--- config.mk ---
export PLATFORM = sky130hd
export DESIGN_NAME = onehot_popcnt_pipe
export DESIGN_NICKNAME = d
export VERILOG_FILES = /design/src/rtl/onehot_popcnt_pkg.sv /design/src/rtl/onehot_popcnt_chunk.sv /design/src/rtl/onehot_popcnt_pipe.sv
export SDC_FILE = /design/constraint.sdc
export NUM_CORES = 1
export LEC_CHECK = 0
export ABC_AREA = 1
export CORE_ASPECT_RATIO = 2
export CORE_MARGIN = 2
export CORE_UTILIZATION = 58
export DETAILED_ROUTE_END_ITERATION = 8
export PLACE_DENSITY = 0.86
export SYNTH_ARGS = -nofsm -noshare
export SYNTH_HDL_FRONTEND = slang
export SYNTH_HIERARCHICAL = 1
export SYNTH_SLANG_ARGS = --single-unit
--- constraint.sdc ---
create_clock -name clk -period 3.8 [get_ports clk]
set_clock_uncertainty 0.2 [all_clocks]
set_input_delay 1.14 -clock clk [delete_from_list [all_inputs] [get_ports clk]]
set_output_delay 1.14 -clock clk [all_outputs]
set_load 0.1 [all_outputs]
--- src/rtl/onehot_popcnt_pkg.sv ---
// rtl/onehot_popcnt_pkg.sv - shared constants and helper functions for the one-hot popcount pipeline
package onehot_popcnt_pkg;

  localparam int CHUNK = 6;
  // Widest intermediate one-hot: 32 padded chunks of 6 bits plus the zero-count bit.
  localparam int MAXW  = 193;

  function automatic int f_np(input int w);
    int nc;
    int np;
    nc = w / CHUNK;
    np = 1;
    while (np < nc) np = np * 2;
    return np;
  endfunction

  function automatic int f_lvl(input int w);
    int np;
    int l;
    np = f_np(w);
    l  = 0;
    while ((1 << l) < np) l++;
    return l;
  endfunction

  // Adding two counts in one-hot form is a shift of b by the index of a's set bit.
  function automatic logic [MAXW-1:0] f_combine(input logic [MAXW-1:0] a,
                                                input logic [MAXW-1:0] b,
                                                input int              aw);
    logic [MAXW-1:0] r;
    r = '0;
    for (int k = 0; k < MAXW; k++) begin
      if (k <= aw && a[k]) r = r | (b << k);
    end
    return r;
  endfunction

  function automatic logic [7:0] f_oh2bin(input logic [MAXW-1:0] oh);
    logic [7:0] r;
    r = '0;
    for (int k = 0; k < MAXW; k++) begin
      if (oh[k]) r = r | 8'(k);
    end
    return r;
  endfunction

endpackage

--- src/rtl/onehot_popcnt_chunk.sv ---
// rtl/onehot_popcnt_chunk.sv - 6-bit chunk to 7-bit one-hot population count
module onehot_popcnt_chunk
  import onehot_popcnt_pkg::*;
(
  input  logic [CHUNK-1:0] chunk_i,
  output logic [CHUNK:0]   onehot_o
);

  logic [2:0] cnt;

  always_comb begin
    cnt = '0;
    for (int i = 0; i < CHUNK; i++) begin
      cnt = cnt + {2'b00, chunk_i[i]};
    end
    onehot_o      = '0;
    onehot_o[cnt] = 1'b1;
  end

endmodule

--- src/rtl/onehot_popcnt_pipe.sv ---
// rtl/onehot_popcnt_pipe.sv - pipelined one-hot popcount tree with valid/ready; ONEHOT_POPCNT_BIN_EN adds out_count
module onehot_popcnt_pipe
  import onehot_popcnt_pkg::*;
#(
  parameter int W    = 24,
  parameter int TAGW = 4
) (
  input  logic            clk,
  input  logic            rst_n,
  input  logic            in_valid,
  output logic            in_ready,
  input  logic [W-1:0]    in_data,
  input  logic [TAGW-1:0] in_tag,
  output logic            out_valid,
  input  logic            out_ready,
  output logic [W:0]      out_onehot,
  output logic [TAGW-1:0] out_tag
`ifdef ONEHOT_POPCNT_BIN_EN
  ,
  output logic [$clog2(W+1)-1:0] out_count
`endif
);

  localparam int NC = W / CHUNK;
  localparam int NP = f_np(W);
  localparam int L  = f_lvl(W);

  logic [L:0]           vld_q, vld_d;
  logic [L:0][TAGW-1:0] tag_q, tag_d;
  logic [L:0]           cap;
  logic [L:0]           prev_vld;
  logic [L:0][TAGW-1:0] prev_tag;

  always_comb begin
    cap      = '0;
    prev_vld = '0;
    prev_tag = '0;
    vld_d    = '0;
    tag_d    = '0;
    // A stage can capture if it or any stage downstream has room, or the output drains.
    for (int i = 0; i <= L; i++) begin
      cap[i] = out_ready;
      for (int j = i; j <= L; j++) begin
        if (!vld_q[j]) cap[i] = 1'b1;
      end
    end
    prev_vld[0] = in_valid;
    prev_tag[0] = in_tag;
    for (int i = 1; i <= L; i++) begin
      prev_vld[i] = vld_q[i-1];
      prev_tag[i] = tag_q[i-1];
    end
    for (int i = 0; i <= L; i++) begin
      vld_d[i] = cap[i] ? prev_vld[i] : vld_q[i];
      tag_d[i] = (cap[i] && prev_vld[i]) ? prev_tag[i] : tag_q[i];
    end
  end

  always_ff @(posedge clk or negedge rst_n) begin
    if (!rst_n) begin
      vld_q <= '0;
      tag_q <= '0;
    end else begin
      vld_q <= vld_d;
      tag_q <= tag_d;
    end
  end

  for (genvar l = 0; l <= L; l++) begin : g_lvl
    localparam int N  = NP >> l;
    localparam int WR = (l == L) ? (W + 1) : ((CHUNK << l) + 1);

    logic [N*WR-1:0] data_q, data_d;

    if (l == 0) begin : g_leaf
      for (genvar c = 0; c < NP; c++) begin : g_chunk
        if (c < NC) begin : g_real
          onehot_popcnt_chunk u_chunk (
            .chunk_i  (in_data[c*CHUNK +: CHUNK]),
            .onehot_o (data_d[c*WR +: WR])
          );
        end else begin : g_pad
          assign data_d[c*WR +: WR] = WR'(1);
        end
      end
    end else begin : g_node
      localparam int WP = (CHUNK << (l - 1)) + 1;
      for (genvar n = 0; n < N; n++) begin : g_pair
        assign data_d[n*WR +: WR] =
          WR'(f_combine(MAXW'(g_lvl[l-1].data_q[(2*n)*WP +: WP]),
                        MAXW'(g_lvl[l-1].data_q[(2*n+1)*WP +: WP]),
                        WP - 1));
      end
    end

    always_ff @(posedge clk or negedge rst_n) begin
      if (!rst_n) begin
        data_q <= '0;
      end else if (cap[l] && prev_vld[l]) begin
        data_q <= data_d;
      end
    end
  end

  assign in_ready   = cap[0];
  assign out_valid  = vld_q[L];
  assign out_tag    = tag_q[L];
  assign out_onehot = g_lvl[L].data_q;

`ifdef ONEHOT_POPCNT_BIN_EN
  assign out_count = ($clog2(W+1))'(f_oh2bin(MAXW'(out_onehot)));
`endif

endmodule

==> flow_summary.yaml <==
final_layout:
  area_growth_syn_to_layout_pct: 13.3
  nets: 1010
  layout_common_cells: "433 x nand2_1, 116 x nor2_1, 94 x dfrtp_1"
  layout_commonest_cell: "nand2_1"
  nFillCells: 925
  multi_input_area_sq_um: 3140
  diodes: 0
  drive_gt1_frac: 0.0848
  fin_area_sq_um: 6870
  seq_area_sq_um: 2350
job:
  cap_viol_max_count: 0
timing:
  finalSetupViolations: 0
  min_period_ns: 3.70
  worstMarginPinSlew_ns: 0.609
  fmax_mhz: 270
  hold_violations: 0
  slew_headroom: 0.594
  fin_crit_sh: 0.973
  slew_viol_final: 0
drt:
  routedWlPerCell_microns: 13.6
  first_pass_iters: 5
  routed_wl_mm: 14.9
  viasPerCell: 5.35
  drc: 0
  via_count: 5901
  drtIter0Drc: 432
  ant_nets: 0
worst_setup_path:
  arrival_ns: 3.71
  critPathKind: "input port to flip-flop"
  critical_path_required_ns: 3.81
  end_kind: "flip-flop"
  worstPathMaxFanout: 3
  cp_slowest_cell: "fa_2"
  path_cells: "clkdlybuf4s50_1, fa_1, inv_1, fa_1, inv_1, ha_2, fa_2, inv_2, nand2_2, nor2_1, nor2_1, a21oi_1"
  start_kind: "input port"
  critPathMaxStageDelay_ns: 0.57
run_status:
  status: "finished, final reports clean"
grt:
  grtUsageTotal: 0.282
  grt_pass1_vias: 5871
  grt.overflow.total: 0
  antenna_found_initial: 0
  grt_pass1_wl_mm: 26.1
  grt_max_degree: 54
power_and_ir_drop:
  finalPower_mw: 5.48
  switching_share: 0.540
  power_density_nw_per_um2: 797
  switchingPower_mw: 2.96
  internal_power_mw: 2.52
  ir_drop_mv: 0.342
  leakage_nw: 3.72
  p_seq_frac: 0.368
  clock_power_share: 0.151
  comb_power_share: 0.481
floorplan:
  core_area_sq_um: 10100
  initial_core_util: 0.597
  die-area_sq_um: 11300
  num_rows: 52
  die_h_microns: 149
  io_pins: 63
  die_w_microns: 76.3
synthesis:
  yosysSeqAreaShare: 0.388
  synth_nets: 986
  syn_inst: 938
  synthesis.area_sq_um: 6060
  yosysUniqueCellTypes: 25
  synth_top_area_frac: 0.388
  avgSynthCellArea_sq_um: 6.46
  ys.flop_type: "dfrtp_1"
  synth_top_cell_by_area: "dfrtp_1"
  ys_ff_latch: 94
  async_flop_share: 1.00
  synth_edf_count: 0
  yosysWarnings: 6
  synth_area_leaders: "dfrtp_1 39%, nand2_1 27%, nor2_1 7.2%"
placed_design:
  dp_hpwl_mm: 11.0
  gp_congestion: 0.985
  place_area_sq_um: 6560
  port_buffers: 62
clocking:
  cts_inserted_buffers: 9
  htree_levels: 3
  clkLatencyLatePin_ns: 0.34
  cts_tree: "built"
  cts.sinks: 94
  ctsRootBufferMaster: "clkbuf_16"
  clk_pin_slew_ns: 0.06
  clk_path_buf_depth: 2
hold_path:
  hp-class: "flip-flop to flip-flop"
==> worst paths after layout <==
check / startpoint / to / slack [ns] / cells past startpoint
max in group asynchronous: rst_n / g_lvl[0].data_q[0] / 2.14 / 2
min reg2reg: prev_tag[8] / out_tag[0] / 0.27 / 2
min in group asynchronous: rst_n / out_onehot[16] / 0.60 / 1
max: in_data[9] / g_lvl[0].data_q[12] / 0.10 / 12
max reg2reg: vld_q[2] / g_lvl[0].data_q[7] / 1.99 / 5
min: prev_tag[8] / out_tag[0] / 0.27 / 2
==> power by group through the flow <==
stage,logic (mW),registers (mW),clock network (mW)
after floorplan,1.50,2.49,0
after global placement,2.57,1.99,0
after detailed placement,2.62,2.00,0
after CTS,2.63,1.98,0.836
after global routing,2.90,2.07,0.871
final,2.63,2.02,0.828
==> synthesized netlist by cell type, types with 2 or more instances <==
| cell | count |
|---|---|
| nor2_1 | 117 |
| a21oi_1 | 34 |
| nand3_1 | 33 |
| clkbuf_1 | 16 |
| ha_1 | 4 |
| dfrtp_1 | 94 |
| o211ai_1 | 2 |
| inv_1 | 73 |
| nand2_2 | 5 |
| o31ai_1 | 2 |
| or2_2 | 4 |
| nand2_4 | 2 |
| nand2_1 | 435 |
| o22ai_1 | 2 |
| buf_2 | 34 |
| inv_2 | 9 |
| buf_6 | 3 |
| o21ai_1 | 7 |
| fa_1 | 12 |
| nand3b_1 | 2 |
| o21ai_0 | 42 |
| or2_1 | 2 |
| buf_4 | 2 |
==> stage by stage <==
| step | worst slack (ns) | TNS [ns] | utilization | hold slack [ns] | std cells |
|---|---|---|---|---|---|
| floorplan | 0.105 | 0 | - | 0.242 | 938 |
| global placement | -0.226 | -5.00 | 0.646 | 0.249 | 1085 |
| detailed placement | -0.312 | -6.93 | 0.646 | 0.258 | 1085 |
| CTS | 0.0493 | 0 | 0.672 | 0.275 | 1101 |
| global route | -0.0312 | -0.0497 | 0.677 | 0.297 | 1102 |
| finish | 0.102 | 0 | 0.677 | 0.274 | 1102 |
==> timing repair <==
action / 4_1_cts / 5_1_grt
resized for setup: 0 / 16
buffers inserted: 0 / 1
setup endpoints to repair: 0 / 18
hold buffers: 0 / 0
==> routing by layer <==
| layer | vias up | track usage | routed length, microns |
|---|---|---|---|
| li1 | 2894 | - | - |
| met1 | 2730 | 0.294 | 5330 |
| met2 | 217 | 0.530 | 8250 |
| met3 | 60 | 0.0334 | 680 |
| met4 | 0 | 0.178 | 687 |
| met5 | - | 0 | 0 |
==> kinds of logic (layout without fill, tap and decap cells) <==
logic type	after synthesis	after routing	synth area share
compound gates	89	89	0.0755
fa+ha+maj	16	16	0.0479
buf+inv	137	166	0.0968
flops	94	94	0.388
simple gates	602	602	0.392
==> critical path: cells and delay by family <==
| kind | cells | cell delay, ns |
|---|---|---|
| adder cells (fa/ha/maj) | 4 | 1.74 |
| buffers and inverters | 4 | 0.56 |
| AO/OA/AOI/OAI | 1 | 0.05 |
| AND/OR/NAND/NOR | 3 | 0.20 |
==> flip-flops by register name, indices dropped and copies added, names as in the netlist <==
name          cells
vld_q             3
out_tag           4
prev_tag          8
g_lvl.data_q     54
out_onehot       25
==> cell type report <==
cell class | instances | area share
well taps | 135 | 0.0246
multi-input cells | 707 | 0.457
inverters | 82 | 0.0448
clock inverters | 5 | 0.00528
clock buffers | 11 | 0.0339
flip-flops and latches | 94 | 0.342
repair buffers | 68 | 0.0918
Power figures use the tool's default switching activity.
